`src/rtl/ring_phase_tracker_pkg.sv`:
```
// ring_pkg: shared state encoding and default sizing for ring_phase_tracker.
package ring_pkg;
  typedef enum logic [1:0] {SEARCH, LOCKED, FAULT} state_e;
  localparam int DEF_WIDTH = 4;
  localparam int DEF_REV_W = 8;
endpackage

```
`src/rtl/ring_phase_tracker_if.sv`:
```
// ring_phase_tracker_if: ring sample/clear inputs and tracker status outputs.
interface ring_phase_tracker_if #(
  parameter int WIDTH = ring_pkg::DEF_WIDTH,
  parameter int REV_W = ring_pkg::DEF_REV_W
);
  logic [WIDTH-1:0]         ring_in;
  logic                     clear_err;
  logic [$clog2(WIDTH)-1:0] phase;
  logic                     phase_valid;
  logic [REV_W-1:0]         rev_count;
  logic                     rev_pulse;
  logic                     err_onehot;
  logic                     err_order;
  modport master (output ring_in, clear_err,
                  input phase, phase_valid, rev_count, rev_pulse, err_onehot, err_order);
  modport slave  (input ring_in, clear_err,
                  output phase, phase_valid, rev_count, rev_pulse, err_onehot, err_order);
endinterface

```
`src/rtl/ring_phase_tracker_onehot_enc.sv`:
```
// onehot_enc: binary index of a set bit plus an exactly-one-bit-set flag.
module onehot_enc #(
  parameter int WIDTH = 4
) (
  input  logic [WIDTH-1:0]         vec_i,
  output logic [$clog2(WIDTH)-1:0] idx_o,
  output logic                     onehot_o
);
  always_comb begin
    idx_o = '0;
    for (int i = 0; i < WIDTH; i++)
      if (vec_i[i]) idx_o = idx_o | ($clog2(WIDTH))'(i);
  end
  assign onehot_o = $onehot(vec_i);
endmodule

```
`src/rtl/ring_phase_tracker.sv`:
```
// ring_phase_tracker: locks onto a rotating one-hot ring and flags illegal samples.
// Define RING_TRACK_REV_EN to build the revolution counter and rev_pulse.
module ring_phase_tracker
  import ring_pkg::*;
#(
  parameter int WIDTH = DEF_WIDTH,
  parameter int REV_W = DEF_REV_W
) (
  input logic                 clk,
  input logic                 reset,
  ring_phase_tracker_if.slave bus
);
  localparam int PW = $clog2(WIDTH);
  state_e state_q, state_d;
  logic [PW-1:0] phase_q, phase_d, idx, nxt;
  logic oh, stall, adv, eoh_q, eoh_d, eord_q, eord_d;
  onehot_enc #(.WIDTH(WIDTH)) u_enc (.vec_i(bus.ring_in), .idx_o(idx), .onehot_o(oh));
  // Rotation legality is judged on the locked index rather than the raw bits.
  assign nxt   = phase_q == PW'(WIDTH - 1) ? '0 : phase_q + 1'b1;
  assign stall = idx == phase_q;
  assign adv   = idx == nxt;
  always_comb begin
    state_d = state_q;
    phase_d = phase_q;
    eoh_d   = eoh_q & ~bus.clear_err;
    eord_d  = eord_q & ~bus.clear_err;
    unique case (state_q)
      SEARCH: if (oh) begin
        state_d = LOCKED;
        phase_d = idx;
      end
      LOCKED: if (!oh) begin
        state_d = FAULT;
        eoh_d   = 1'b1;
      end else if (stall || adv) phase_d = idx;
      else begin
        state_d = FAULT;
        eord_d  = 1'b1;
      end
      FAULT:   if (bus.clear_err) state_d = SEARCH;
      default: state_d = SEARCH;
    endcase
  end
  always_ff @(posedge clk or negedge reset)
    if (!reset) begin
      state_q <= SEARCH;
      phase_q <= '0;
      eoh_q   <= 1'b0;
      eord_q  <= 1'b0;
    end else begin
      state_q <= state_d;
      phase_q <= phase_d;
      eoh_q   <= eoh_d;
      eord_q  <= eord_d;
    end
  assign bus.phase       = phase_q;
  assign bus.phase_valid = state_q == LOCKED;
  assign bus.err_onehot  = eoh_q;
  assign bus.err_order   = eord_q;
`ifdef RING_TRACK_REV_EN
  logic [REV_W-1:0] rev_q;
  logic pulse_q, wrap;
  assign wrap = state_q == LOCKED && oh && adv && phase_q == PW'(WIDTH - 1);
  always_ff @(posedge clk or negedge reset)
    if (!reset) begin
      rev_q   <= '0;
      pulse_q <= 1'b0;
    end else begin
      rev_q   <= rev_q + REV_W'(wrap);
      pulse_q <= wrap;
    end
  assign bus.rev_count = rev_q;
  assign bus.rev_pulse = pulse_q;
`else
  assign bus.rev_count = {REV_W{1'b0}};
  assign bus.rev_pulse = 1'b0;
`endif
endmodule
```
`src/flat_wrapper.sv`:
```
// flat-port wrapper written by rule: the top's interface ports become plain ports
module ring_phase_tracker_flat import ring_pkg::*;
#(
  parameter int WIDTH = DEF_WIDTH,
  parameter int REV_W = DEF_REV_W
)
  (clk, reset, bus_ring_in, bus_clear_err, bus_phase, bus_phase_valid, bus_rev_count, bus_rev_pulse, bus_err_onehot, bus_err_order);
  ring_phase_tracker_if #(.WIDTH(WIDTH), .REV_W(REV_W)) bus_i ();
  input logic clk;
  input logic reset;
  input wire logic [$bits(bus_i.ring_in)-1:0] bus_ring_in;
  input wire logic [$bits(bus_i.clear_err)-1:0] bus_clear_err;
  output wire logic [$bits(bus_i.phase)-1:0] bus_phase;
  output wire logic [$bits(bus_i.phase_valid)-1:0] bus_phase_valid;
  output wire logic [$bits(bus_i.rev_count)-1:0] bus_rev_count;
  output wire logic [$bits(bus_i.rev_pulse)-1:0] bus_rev_pulse;
  output wire logic [$bits(bus_i.err_onehot)-1:0] bus_err_onehot;
  output wire logic [$bits(bus_i.err_order)-1:0] bus_err_order;
  assign bus_i.ring_in = bus_ring_in;
  assign bus_i.clear_err = bus_clear_err;
  assign bus_phase = bus_i.phase;
  assign bus_phase_valid = bus_i.phase_valid;
  assign bus_rev_count = bus_i.rev_count;
  assign bus_rev_pulse = bus_i.rev_pulse;
  assign bus_err_onehot = bus_i.err_onehot;
  assign bus_err_order = bus_i.err_order;
  ring_phase_tracker #(.WIDTH(WIDTH), .REV_W(REV_W)) u_core (.clk(clk), .reset(reset), .bus(bus_i));
endmodule
```
`config.mk`:
```
export PLATFORM = sky130hd
export DESIGN_NAME = ring_phase_tracker_flat
export DESIGN_NICKNAME = d
export VERILOG_FILES = /design/src/rtl/ring_phase_tracker_pkg.sv /design/src/rtl/ring_phase_tracker_if.sv /design/src/rtl/ring_phase_tracker_onehot_enc.sv /design/src/rtl/ring_phase_tracker.sv /design/src/flat_wrapper.sv
export SDC_FILE = /design/constraint.sdc
export NUM_CORES = 1
export LEC_CHECK = 0
export ABC_AREA = 1
export CORE_MARGIN = 1
export CORE_UTILIZATION = 37
export DETAILED_ROUTE_END_ITERATION = 8
export PLACE_DENSITY_LB_ADDON = 0.15
export SYNTH_ARGS = -nofsm -noshare
export SYNTH_HDL_FRONTEND = slang
export SYNTH_SLANG_ARGS = --single-unit
```
`constraint.sdc`:
```
create_clock -name clk -period 1.3 [get_ports clk]
set_clock_uncertainty 0.05 [all_clocks]
set_input_delay 0.13 -clock clk [delete_from_list [all_inputs] [get_ports clk]]
set_output_delay 0.13 -clock clk [all_outputs]
set_load 0.02 [all_outputs]
```
==> run summary <==
========================================================================================
Outcome                                                                     complete, but fails checks
Violated checks                                                             negative setup slack
Number of violations of the max-capacitance limit                                      0
Achievable clock frequency                                                     0.554 GHz
Reg-to-Reg End                                                              u_core.bus.phase[1]
Post-synth top area share                                                          29.3%
Worst hold slack                                                               0.0715 ns
Number of violations reported at the end of detailed-routing iteration 0              10
EDFF count, synth                                                                      0
Worst setup EP type                                                             register
Chip Width                                                                       39.2 um
Worst R2R Start                                                             u_core.bus.phase[0]
Category of the worst setup path launch point                                  input pin
Final period demand of the worst path                                            1.81 ns
Final net count                                                                      109
Die outline area                                                               1540 um^2
Post-Syn Instances                                                                    71
Post-CTS Hold Buffers                                                                  0
Largest voltage drop on the vdd net                                            0.00105 V
Share of layout cells above drive strength 1                                       34.4%
H-tree levels                                                                          1
Pin count of the biggest net entering global routing                                   7
Wire length of the first global-routing pass                                     1440 um
Ys async rst share                                                                  100%
Cell with the most instances after synthesis                                     nand2_1
Number of pins with negative max-slew slack in the final report                        0
Seq/Total Area, Yosys                                                              29.3%
Setup slack of the most critical reg-to-reg path                                -0.08 ns
Port-buffer cells                                                                     11
RSZ-0062 raised after global routing                                                 yes
DRC violations left                                                                    0
Clock tree from TritonCTS                                                            yes
Die Ht                                                                           39.2 um
Number of endpoints with negative hold slack in the final report                       0
Starting density of the core                                                       39.4%
Worst setup slack before clock tree synthesis                                   -1.41 ns
Final setup violation count                                                            6
Wire length after detailed routing                                                933 um
Cell types with the largest area share after synthesis                      dfrtp_1 (29%), nand2_1 (15%), buf_4 (13%), inv_1 (8.8%), ha_1 (7.3%)
Core occupancy in the finished layout                                              58.5%
Avg Cell Area, Syn                                                             7.23 um^2
Worst EP required                                                                1.38 ns
Number of clock sinks                                                                  6
Highest net fanout along the worst path                                                3
Category of the most critical setup path                                       in -> reg
Total CTS buffers                                                                      3
Most instantiated flip-flop cell in the synthesis netlist                        dfrtp_1
Number of vias after detailed routing                                                453
Cell depth of the worst flop-to-flop path                                              9
Detail-routed via count per cell                                                    4.08
Arrival time at the worst endpoint                                               1.89 ns
Summed instance area of the synthesized netlist                                 513 um^2
Top cells by count, synth                                                   nand2_1 (20), inv_1 (12), buf_4 (9), nor2_1 (7), dfrtp_1 (6)
Distinct cell type count after synthesis                                              15
Path class of the lowest-slack min-delay path                                in -> async
Number of inserted diodes                                                              0
Leakage dissipation                                                             0.438 nW
Portion of the clock cycle consumed by the worst path in the final layout           139%
Antenna violations before repair                                                       0
Clock-pin slew of the registers on the worst-case setup and hold paths           0.05 ns
Clock root buffer                                                               clkbuf_4
Total overflow reported by the global router                                           0
I/O pin count                                                                         21
Overall power of the completed layout                                          0.00119 W
Area growth, synth to finish                                                       48.3%
Initial DRT Pass Iterations                                                            4
Antenna Violating Nets Remaining                                                       0
Aggregate global-route resource usage                                              13.8%
Flop and latch count out of synthesis                                                  6
Area of the placeable core                                                     1300 um^2
Via count of the first global-routing pass                                           368
RD Place Congestion                                                                0.734
HPWL after DPL                                                                    722 um
Synth warnings                                                                         0
Maximum buffer depth of the clock tree                                                 2
Power per cell area                                                         1570 nW/um^2
Routed len/inst                                                                  8.41 um
Floorplan row count                                                                   13
Post-synth top area cell                                                         dfrtp_1
Clock latency of the later-clocked register in the worst-skew pair               0.24 ns
Setup_tns                                                                       -2.77 ns
Fin worst setup slack                                                          -0.506 ns
========================================================================================
==> layout by cell type (no fill, tap or decap) <==
cell type,synthesis,layout
nor2_1,7,7
clkbuf_4,0,3
nand3_2,0,1
nand2_2,3,4
inv_2,1,1
inv_1,12,10
buf_2,0,1
buf_12,0,1
clkdlybuf4s50_1,0,3
inv_12,0,1
dfrtp_1,6,6
nand3_4,1,1
or3b_4,1,1
ha_1,3,1
ha_2,0,1
dlygate4sd2_1,0,2
buf_4,9,12
nor2_4,1,1
ha_4,0,1
conb_1,1,9
clkdlybuf4s15_1,0,2
inv_4,0,1
fa_1,1,1
nand3_1,4,3
buf_8,0,1
o21ai_2,0,1
nand2_1,20,19
clkbuf_2,0,1
==> repair_timing <==
| item | CTS | global route |
|---|---|---|
| pin swaps | 7 | 7 |
| setup buffers | 0 | 2 |
| setup endpoints to repair | 11 | 9 |
| resized for setup | 22 | 11 |
==> state kept, by name, indices dropped and copies added (netlist names) <==
signal and flops:
u_core.state_q 2, u_core.bus.err_onehot 1, u_core.bus.phase 2, u_core.bus.err_order 1
==> worst max-delay path, cell delays in order <==
cell and delay, ns:
buf_8 0.08, inv_4 0.03, fa_1 0.52, inv_1 0.04
ha_2 0.19, ha_4 0.20, or3b_4 0.39, nor2_4 0.14
nand2_2 0.07, nand2_1 0.06, nand2_1 0.05
==> cell families after synthesis <==
family,share of synthesized area (%)
buf+inv,22.7
simple gates,35.1
other cells,0.731
compound gates,0.975
flops,29.3
fa+ha+maj,11.2
==> report_power, final <==
| part | switching, W | total (W) | leakage, nW | internal (W) |
|---|---|---|---|---|
| clock network | 0.0000630 | 0.000167 | 0.0138 | 0.000104 |
| logic | 0.000411 | 0.000735 | 0.346 | 0.000324 |
| registers | 0.0000353 | 0.000290 | 0.0774 | 0.000255 |
| total | 0.000509 | 0.00119 | 0.438 | 0.000684 |
==> layer usage <==
layer	vias up	global-route usage (%)	wire length (um)
met2	13	21.3	430
met1	197	18.1	445
met5	-	0	0
li1	243	-	-
met4	0	0	0
met3	0	6.94	57
==> worst max-delay path by stage <==
stage | from | end | slack [ns]
floorplan | bus_ring_in[3] | u_core.bus.phase[0] | -0.69
finish | bus_ring_in[1] | u_core.bus.phase[1] | -0.51
global route | bus_ring_in[1] | u_core.bus.phase[0] | -0.58
detailed placement | bus_ring_in[3] | u_core.bus.phase[1] | -1.41
CTS | bus_ring_in[3] | u_core.bus.phase[1] | -0.52
global placement | bus_ring_in[3] | u_core.bus.phase[1] | -1.39
==> final cells by class <==
cell class / instances / area, um^2
flip-flops and latches: 6 / 150
clock buffers: 3 / 22.5
repair buffers: 23 / 203
fillers: 125 / 541
inverters: 13 / 63.8
multi-input cells: 51 / 303
well taps: 15 / 18.8
==> stage by stage <==
step           area [um^2]  instances
2_1_floorplan          558         79
3_3_place_gp           694        106
3_5_place_dp           694        106
4_1_cts                723        109
5_1_grt                761        111
6_report               761        111
(Power assumes the default switching activity.)
